$ cat src/rtl/code_lock_seq_param.sv
// rtl/code_lock_seq_param.sv - sequence-code lock with timed OK/ERR and failure lockout (optional CODE_LOCK_PROG_EN)
module code_lock_seq_param #(
    parameter int                             ENTRY_W     = 8,
    parameter int                             N_ENTRIES   = 3,
    parameter logic [N_ENTRIES*ENTRY_W-1:0]   CODE        = 24'hFF00FF,
    parameter int                             MAX_FAIL    = 3,
    parameter int                             SHOW_CYC    = 25000000,
    parameter int                             LOCKOUT_CYC = 0,
    localparam int                            IDX_W       = $clog2(N_ENTRIES + 1),
    localparam int                            FAIL_W      = $clog2(MAX_FAIL + 1)
) (
    input  logic               clk,
    input  logic               rst,
    input  logic               btn_pulse,
    input  logic [ENTRY_W-1:0] code_in,
    input  logic               clr,
`ifdef CODE_LOCK_PROG_EN
    input  logic               prog_req,
`endif
    output logic               ok,
    output logic               err,
    output logic               locked,
    output logic [IDX_W-1:0]   entry_idx,
    output logic [FAIL_W-1:0]  fail_cnt
);

    localparam int CAP_W     = N_ENTRIES * ENTRY_W;
    localparam int DWELL_MAX = (SHOW_CYC > LOCKOUT_CYC) ? SHOW_CYC : LOCKOUT_CYC;
    localparam int DWELL_W   = $clog2(DWELL_MAX + 1);

    localparam logic [DWELL_W-1:0] SHOW_LAST = DWELL_W'(SHOW_CYC - 1);
    localparam logic [DWELL_W-1:0] LOCK_LAST = DWELL_W'((LOCKOUT_CYC > 0) ? (LOCKOUT_CYC - 1) : 0);
    localparam logic [DWELL_W-1:0] DWELL_SAT = DWELL_W'(DWELL_MAX);
    localparam logic [IDX_W-1:0]   IDX_LAST  = IDX_W'(N_ENTRIES - 1);
    localparam logic [IDX_W-1:0]   IDX_FULL  = IDX_W'(N_ENTRIES);
    localparam logic [FAIL_W-1:0]  FAIL_MAX  = FAIL_W'(MAX_FAIL);

`ifdef CODE_LOCK_PROG_EN
    typedef enum logic [2:0] {
        S_IDLE, S_ENTRY, S_CHECK, S_SHOW_OK, S_SHOW_ERR, S_LOCKOUT, S_PROG, S_PROG_ACK
    } state_t;
`else
    typedef enum logic [2:0] {
        S_IDLE, S_ENTRY, S_CHECK, S_SHOW_OK, S_SHOW_ERR, S_LOCKOUT
    } state_t;
`endif

    state_t              state_q, state_d;
    logic [CAP_W-1:0]    cap_q, cap_d, cap_wr;
    logic [IDX_W-1:0]    entry_idx_q, entry_idx_d;
    logic [FAIL_W-1:0]   fail_cnt_q, fail_cnt_d;
    logic [DWELL_W-1:0]  dwell_q, dwell_d;
    logic                ok_q, ok_d;
    logic                err_q, err_d;
    logic                locked_q, locked_d;
    logic [CAP_W-1:0]    code_ref;

`ifdef CODE_LOCK_PROG_EN
    logic [CAP_W-1:0]    code_q, code_d;
    assign code_ref = code_q;
`else
    assign code_ref = CODE;
`endif

    // Capture word with the current slot replaced by the incoming switch word
    always_comb begin
        cap_wr = cap_q;
        for (int i = 0; i < N_ENTRIES; i++) begin
            if (entry_idx_q == IDX_W'(i)) begin
                cap_wr[i*ENTRY_W +: ENTRY_W] = code_in;
            end
        end
    end

    // Next-state and registered-output logic of the lock sequencer
    always_comb begin
        state_d     = state_q;
        cap_d       = cap_q;
        entry_idx_d = entry_idx_q;
        fail_cnt_d  = fail_cnt_q;
        ok_d        = ok_q;
        err_d       = err_q;
        locked_d    = locked_q;
`ifdef CODE_LOCK_PROG_EN
        code_d      = code_q;
`endif
        case (state_q)
            S_IDLE, S_ENTRY: begin
                if (clr) begin
                    // clr aborts an entry in progress; in IDLE it only swallows a same-cycle pulse
                    if (state_q == S_ENTRY) begin
                        entry_idx_d = '0;
                        state_d     = S_IDLE;
                    end
                end else if (btn_pulse) begin
                    cap_d = cap_wr;
                    if (entry_idx_q == IDX_LAST) begin
                        entry_idx_d = IDX_FULL;
                        state_d     = S_CHECK;
                    end else begin
                        entry_idx_d = entry_idx_q + IDX_W'(1);
                        state_d     = S_ENTRY;
                    end
                end
            end
            S_CHECK: begin
                if (cap_q == code_ref) begin
                    state_d    = S_SHOW_OK;
                    ok_d       = 1'b1;
                    fail_cnt_d = '0;
                end else begin
                    state_d = S_SHOW_ERR;
                    err_d   = 1'b1;
                    if (fail_cnt_q != FAIL_MAX) begin
                        fail_cnt_d = fail_cnt_q + FAIL_W'(1);
                    end
                end
            end
            S_SHOW_OK: begin
                if (dwell_q == SHOW_LAST) begin
                    state_d     = S_IDLE;
                    ok_d        = 1'b0;
                    entry_idx_d = '0;
`ifdef CODE_LOCK_PROG_EN
                    if (prog_req) begin
                        state_d = S_PROG;
                        ok_d    = 1'b1;
                    end
`endif
                end
            end
            S_SHOW_ERR: begin
                if (dwell_q == SHOW_LAST) begin
                    err_d       = 1'b0;
                    entry_idx_d = '0;
                    if (fail_cnt_q == FAIL_MAX) begin
                        state_d  = S_LOCKOUT;
                        locked_d = 1'b1;
                    end else begin
                        state_d = S_IDLE;
                    end
                end
            end
            S_LOCKOUT: begin
                // With LOCKOUT_CYC == 0 only rst leaves this state
                if ((LOCKOUT_CYC != 0) && (dwell_q == LOCK_LAST)) begin
                    state_d    = S_IDLE;
                    locked_d   = 1'b0;
                    fail_cnt_d = '0;
                end
            end
`ifdef CODE_LOCK_PROG_EN
            S_PROG: begin
                if (clr) begin
                    state_d     = S_IDLE;
                    ok_d        = 1'b0;
                    entry_idx_d = '0;
                end else if (btn_pulse) begin
                    cap_d = cap_wr;
                    if (entry_idx_q == IDX_LAST) begin
                        code_d      = cap_wr;
                        err_d       = 1'b1;
                        entry_idx_d = IDX_FULL;
                        state_d     = S_PROG_ACK;
                    end else begin
                        entry_idx_d = entry_idx_q + IDX_W'(1);
                    end
                end
            end
            S_PROG_ACK: begin
                state_d     = S_IDLE;
                ok_d        = 1'b0;
                err_d       = 1'b0;
                entry_idx_d = '0;
            end
`endif
            default: begin
                state_d = S_IDLE;
            end
        endcase
    end

    // Shared dwell counter: restarts on every state change and saturates instead of wrapping
    always_comb begin
        if (state_d != state_q) begin
            dwell_d = '0;
        end else if (dwell_q != DWELL_SAT) begin
            dwell_d = dwell_q + DWELL_W'(1);
        end else begin
            dwell_d = dwell_q;
        end
    end

    // State and output registers
    always_ff @(posedge clk) begin
        if (rst) begin
            state_q     <= S_IDLE;
            cap_q       <= '0;
            entry_idx_q <= '0;
            fail_cnt_q  <= '0;
            dwell_q     <= '0;
            ok_q        <= 1'b0;
            err_q       <= 1'b0;
            locked_q    <= 1'b0;
`ifdef CODE_LOCK_PROG_EN
            code_q      <= CODE;
`endif
        end else begin
            state_q     <= state_d;
            cap_q       <= cap_d;
            entry_idx_q <= entry_idx_d;
            fail_cnt_q  <= fail_cnt_d;
            dwell_q     <= dwell_d;
            ok_q        <= ok_d;
            err_q       <= err_d;
            locked_q    <= locked_d;
`ifdef CODE_LOCK_PROG_EN
            code_q      <= code_d;
`endif
        end
    end

    assign ok        = ok_q;
    assign err       = err_q;
    assign locked    = locked_q;
    assign entry_idx = entry_idx_q;
    assign fail_cnt  = fail_cnt_q;

endmodule

$ cat config.mk
export PLATFORM = sky130hd
export DESIGN_NAME = code_lock_seq_param
export DESIGN_NICKNAME = d
export VERILOG_FILES = /design/src/rtl/code_lock_seq_param.sv
export SDC_FILE = /design/constraint.sdc
export NUM_CORES = 1
export LEC_CHECK = 0
export ABC_CLOCK_PERIOD_IN_PS = 2300
export CAP_MARGIN = 15
export CORE_MARGIN = 4
export CORE_UTILIZATION = 35
export DETAILED_ROUTE_END_ITERATION = 8
export PLACE_DENSITY = 0.62
export SYNTH_ARGS = -nofsm -noshare
export SYNTH_HDL_FRONTEND = slang
export SYNTH_SLANG_ARGS = --single-unit
export TNS_END_PERCENT = 10
$ cat constraint.sdc
create_clock -name clk -period 2.3 [get_ports clk]
set_clock_uncertainty 0.15 [all_clocks]
set_input_delay 0.46 -clock clk [delete_from_list [all_inputs] [get_ports clk]]
set_output_delay 0.46 -clock clk [all_outputs]
set_load 0.005 [all_outputs]
==> qor.yml <==
syn_area_per_cell_sq_um: 8.353
io_buffers: 18
worstHoldPathType: "flop to flop"
clock_latency_ns: 0.34
gp_congestion: 0.8620
violations: "negative setup slack"
ys_seq_area_share_pct: 42.47
highest_layer: "met4"
area_delta_synth_final_pct: 32.57
synth_nets: 351
drtIter0Drc: 100
worstPathArrival_ns: 2.52
crit_slowest_cell: "clkdlybuf4s50_1"
crit_path_end_kind: "flop"
setup_viol: 25
drc: 0
grt_usage_pct: 15.09
muxShareOfSynthArea_pct: 1.080
antenna_left: 0
synth_edf_count: 0
layout_setup_ws_ns: -0.1298
clk_pin_slew_ns: 0.07
syn_inst: 333
cap_violations: 0
peakVddDrop_mv: 0.2915
initial_core_util_pct: 35.99
cp_num_buf_inv: 2
met3_length_um: 310
layout.cells.non_filler: 506
path_cells: "clkdlybuf4s50_1 > or3b_2 > a2bb2oi_1 > nor2_2 > a22o_1 > o2111ai_4 > buf_4 > nor4_1"
period_share_pct: 105.6
crit_path_start_kind: "input pin"
crit_path_max_incr_delay_ns: 0.48
diodes: 0
io_pins: 19
core_area_sq_mm: 0.007727
worst-path-max-fanout: 6
fp.dieArea_sq_mm: 0.009437
wirelength_mm: 6.746
netlist_area_sq_mm: 0.002781
grt_max_degree: 29
synth-compound-area-share_pct: 11.56
p_seq_share_pct: 49.2
cts_sinks: 59
worst_pin_slew_ns: 0.6104
powerDensity_mw_per_mm2: 576.3
ctsHoldBuffers: 0
cts_setup_buffers: 0
yosys.area_share.xor_xnor_pct: 7.242
yosys.area_share.simple_pct: 30.99
vias: 2637
cts_buffers: 9
intPower_mw: 1.606
htree_levels: 3
cts_root_buf: "clkbuf_8"
wl_met1_mm: 3.221
cts_tree: "built"
hold_viol: 0
drive_above_1_share_pct: 21.29
slew_viol_final: 0
die_x_um: 97.15
viasPerCell: 5.211
wl_met2_mm: 3.140
grt_pass1_wl_mm: 11.80
clkPwrFrac_pct: 43.5
synth-async-reset-ratio_pct: 0
yosys_register_bits: 59
row_count: 32
grt_pass1_vias: 2576
cp.required_ns: 2.39
p_leak_nw: 1.299
hpwl_mm: 4.942
clock_tree.buffer_depth: 2
relSlewSlack_pct: 58.25
power_frac_comb_pct: 7.3
rsz0062_at_grt: "true"
max_clock_freq_ghz: 0.4116
swShare_pct: 24.42
grt_overflow: 0
wl_per_cell_um: 13.33
dpl_worst_slack_ns: -0.4738
antenna_found_initial: 0
crit_type: "input pin to flop"
first_pass_iters: 4
place_inst: 490
crit_family: "simple AND/OR/NAND/NOR gates"
synthAdderAreaFrac_pct: 2.699
final_nets: 417
ys_types: 46
utilization_pct: 47.72
fin_crit_ns: 2.430
die_height_um: 97.15
holdWs_ns: 0.3055
synth_warnings: 0
power.switching_mw: 0.5189
outcome: "finished, violations left"
synth_top_family_by_area: "simple AND/OR/NAND/NOR gates"
synthFlopType: "dfxtp_1"
## worst reg2reg max path, cell delays in order, from the launching register on
cell       delay, ns
dfxtp_2         0.34
nand4_1         0.11
or4_4           0.46
or4_4           0.51
a22o_1          0.25
o2111ai_4       0.24
buf_6           0.19
nor3_1          0.06
## power groups by stage
stage	Clock, mW	Combinational, mW	Sequential [mW]
after floorplan	0	0.0819	1.07
after global placement	0	0.148	1.07
after detailed placement	0	0.151	1.07
after CTS	0.951	0.154	1.05
after global routing	0.997	0.171	1.05
final	0.924	0.156	1.05
## cells in the mapped netlist (all sizes together), types with 4 or more instances
master / count / area, sq um
a21oi: 31 / 155.2
and3: 6 / 37.54
clkbuf: 16 / 61.30
dfxtp: 59 / 1181
ha: 6 / 75.07
inv: 7 / 26.27
nand2: 43 / 161.4
nand2b: 4 / 25.02
nand3: 35 / 175.2
nand4: 10 / 62.56
nor2: 13 / 48.80
nor2b: 4 / 25.02
nor3: 27 / 135.1
nor4: 9 / 56.30
xnor2: 10 / 87.58
xor2: 13 / 113.9
## stage by stage
step | area, sq um | TNS, ns | total power, mW
finish | 3687 | -2.793 | 2.125
global route | 3687 | -4.651 | 2.215
CTS | 3677 | -2.999 | 2.151
detailed placement | 3461 | -12.83 | 1.220
global placement | 3461 | -11.57 | 1.217
floorplan | 2786 | -3.647 | 1.149
## kinds of logic (layout without fill, tap and decap cells)
family	Yosys count	in the layout
simple gates	167	167
flops	59	59
compound gates	50	50
buf+inv	25	96
xor+xnor	23	23
fa+ha+maj	6	6
mux	3	3
## placed cells by master (no fill, tap or decap), types with 2 or more instances in the layout
master and count:
nor4_1 8, nand3_1 35, a32o_1 2, nor3_1 27, nand2_1 43, clkdlybuf4s50_1 18, buf_4 50, nor2b_1 4
buf_12 3, nand2b_1 4, clkinvlp_4 2, and4_1 2, nor2_1 12, inv_1 6, buf_6 2, clkbuf_8 9
a21oi_1 30, xnor2_1 10, clkinv_2 3, and2_1 2, nand4_1 10, and3_1 6, nand4b_1 2, dfxtp_2 4
or4_4 2, ha_1 6, a211oi_1 3, mux2i_1 3, xor2_1 13, dfxtp_1 55
## registers in the layout, summed over array words and instances, names as in the netlist
register	flops
cap_q	24
err	1
dwell_q	25
state_q	3
fail_cnt	2
entry_idx	2
locked	1
ok	1
## timing repair
action | in CTS | in global routing
pin swaps | 0 | 2
setup endpoints to repair | 27 | 28
cloned | 0 | 0
resized for setup | 6 | 3
## layout make-up
class | instances | area (sq um)
Tap cell | 102 | 127.6
Timing Repair Buffer | 73 | 638.1
Inverter | 7 | 26.28
Fill cell | 747 | 4040
Multi-Input combinational cell | 249 | 1516
Clock inverter | 7 | 68.82
Clock buffer | 9 | 123.9
Sequential cell | 59 | 1186
## worst paths after layout
path	start	endpoint	slack, ns	cells past startpoint
min	cap_q[7]$_SDFFE_PP0P_	cap_q[7]$_SDFFE_PP0P_	0.31	2
min reg2reg	cap_q[7]$_SDFFE_PP0P_	cap_q[7]$_SDFFE_PP0P_	0.31	2
max reg2reg	dwell_q[14]$_SDFFE_PP0P_	dwell_q[10]$_SDFFE_PP0P_	-0.13	7
max	btn_pulse	dwell_q[2]$_SDFFE_PP0P_	-0.13	8
## metal layers
layer  vias up  global-route usage, %
li1       1332                      -
met1      1247                  20.02
met2        51                  23.94
met3         7                  4.020
met4         0                  4.644
met5         -                      0
Power figures use the tool's default switching activity.
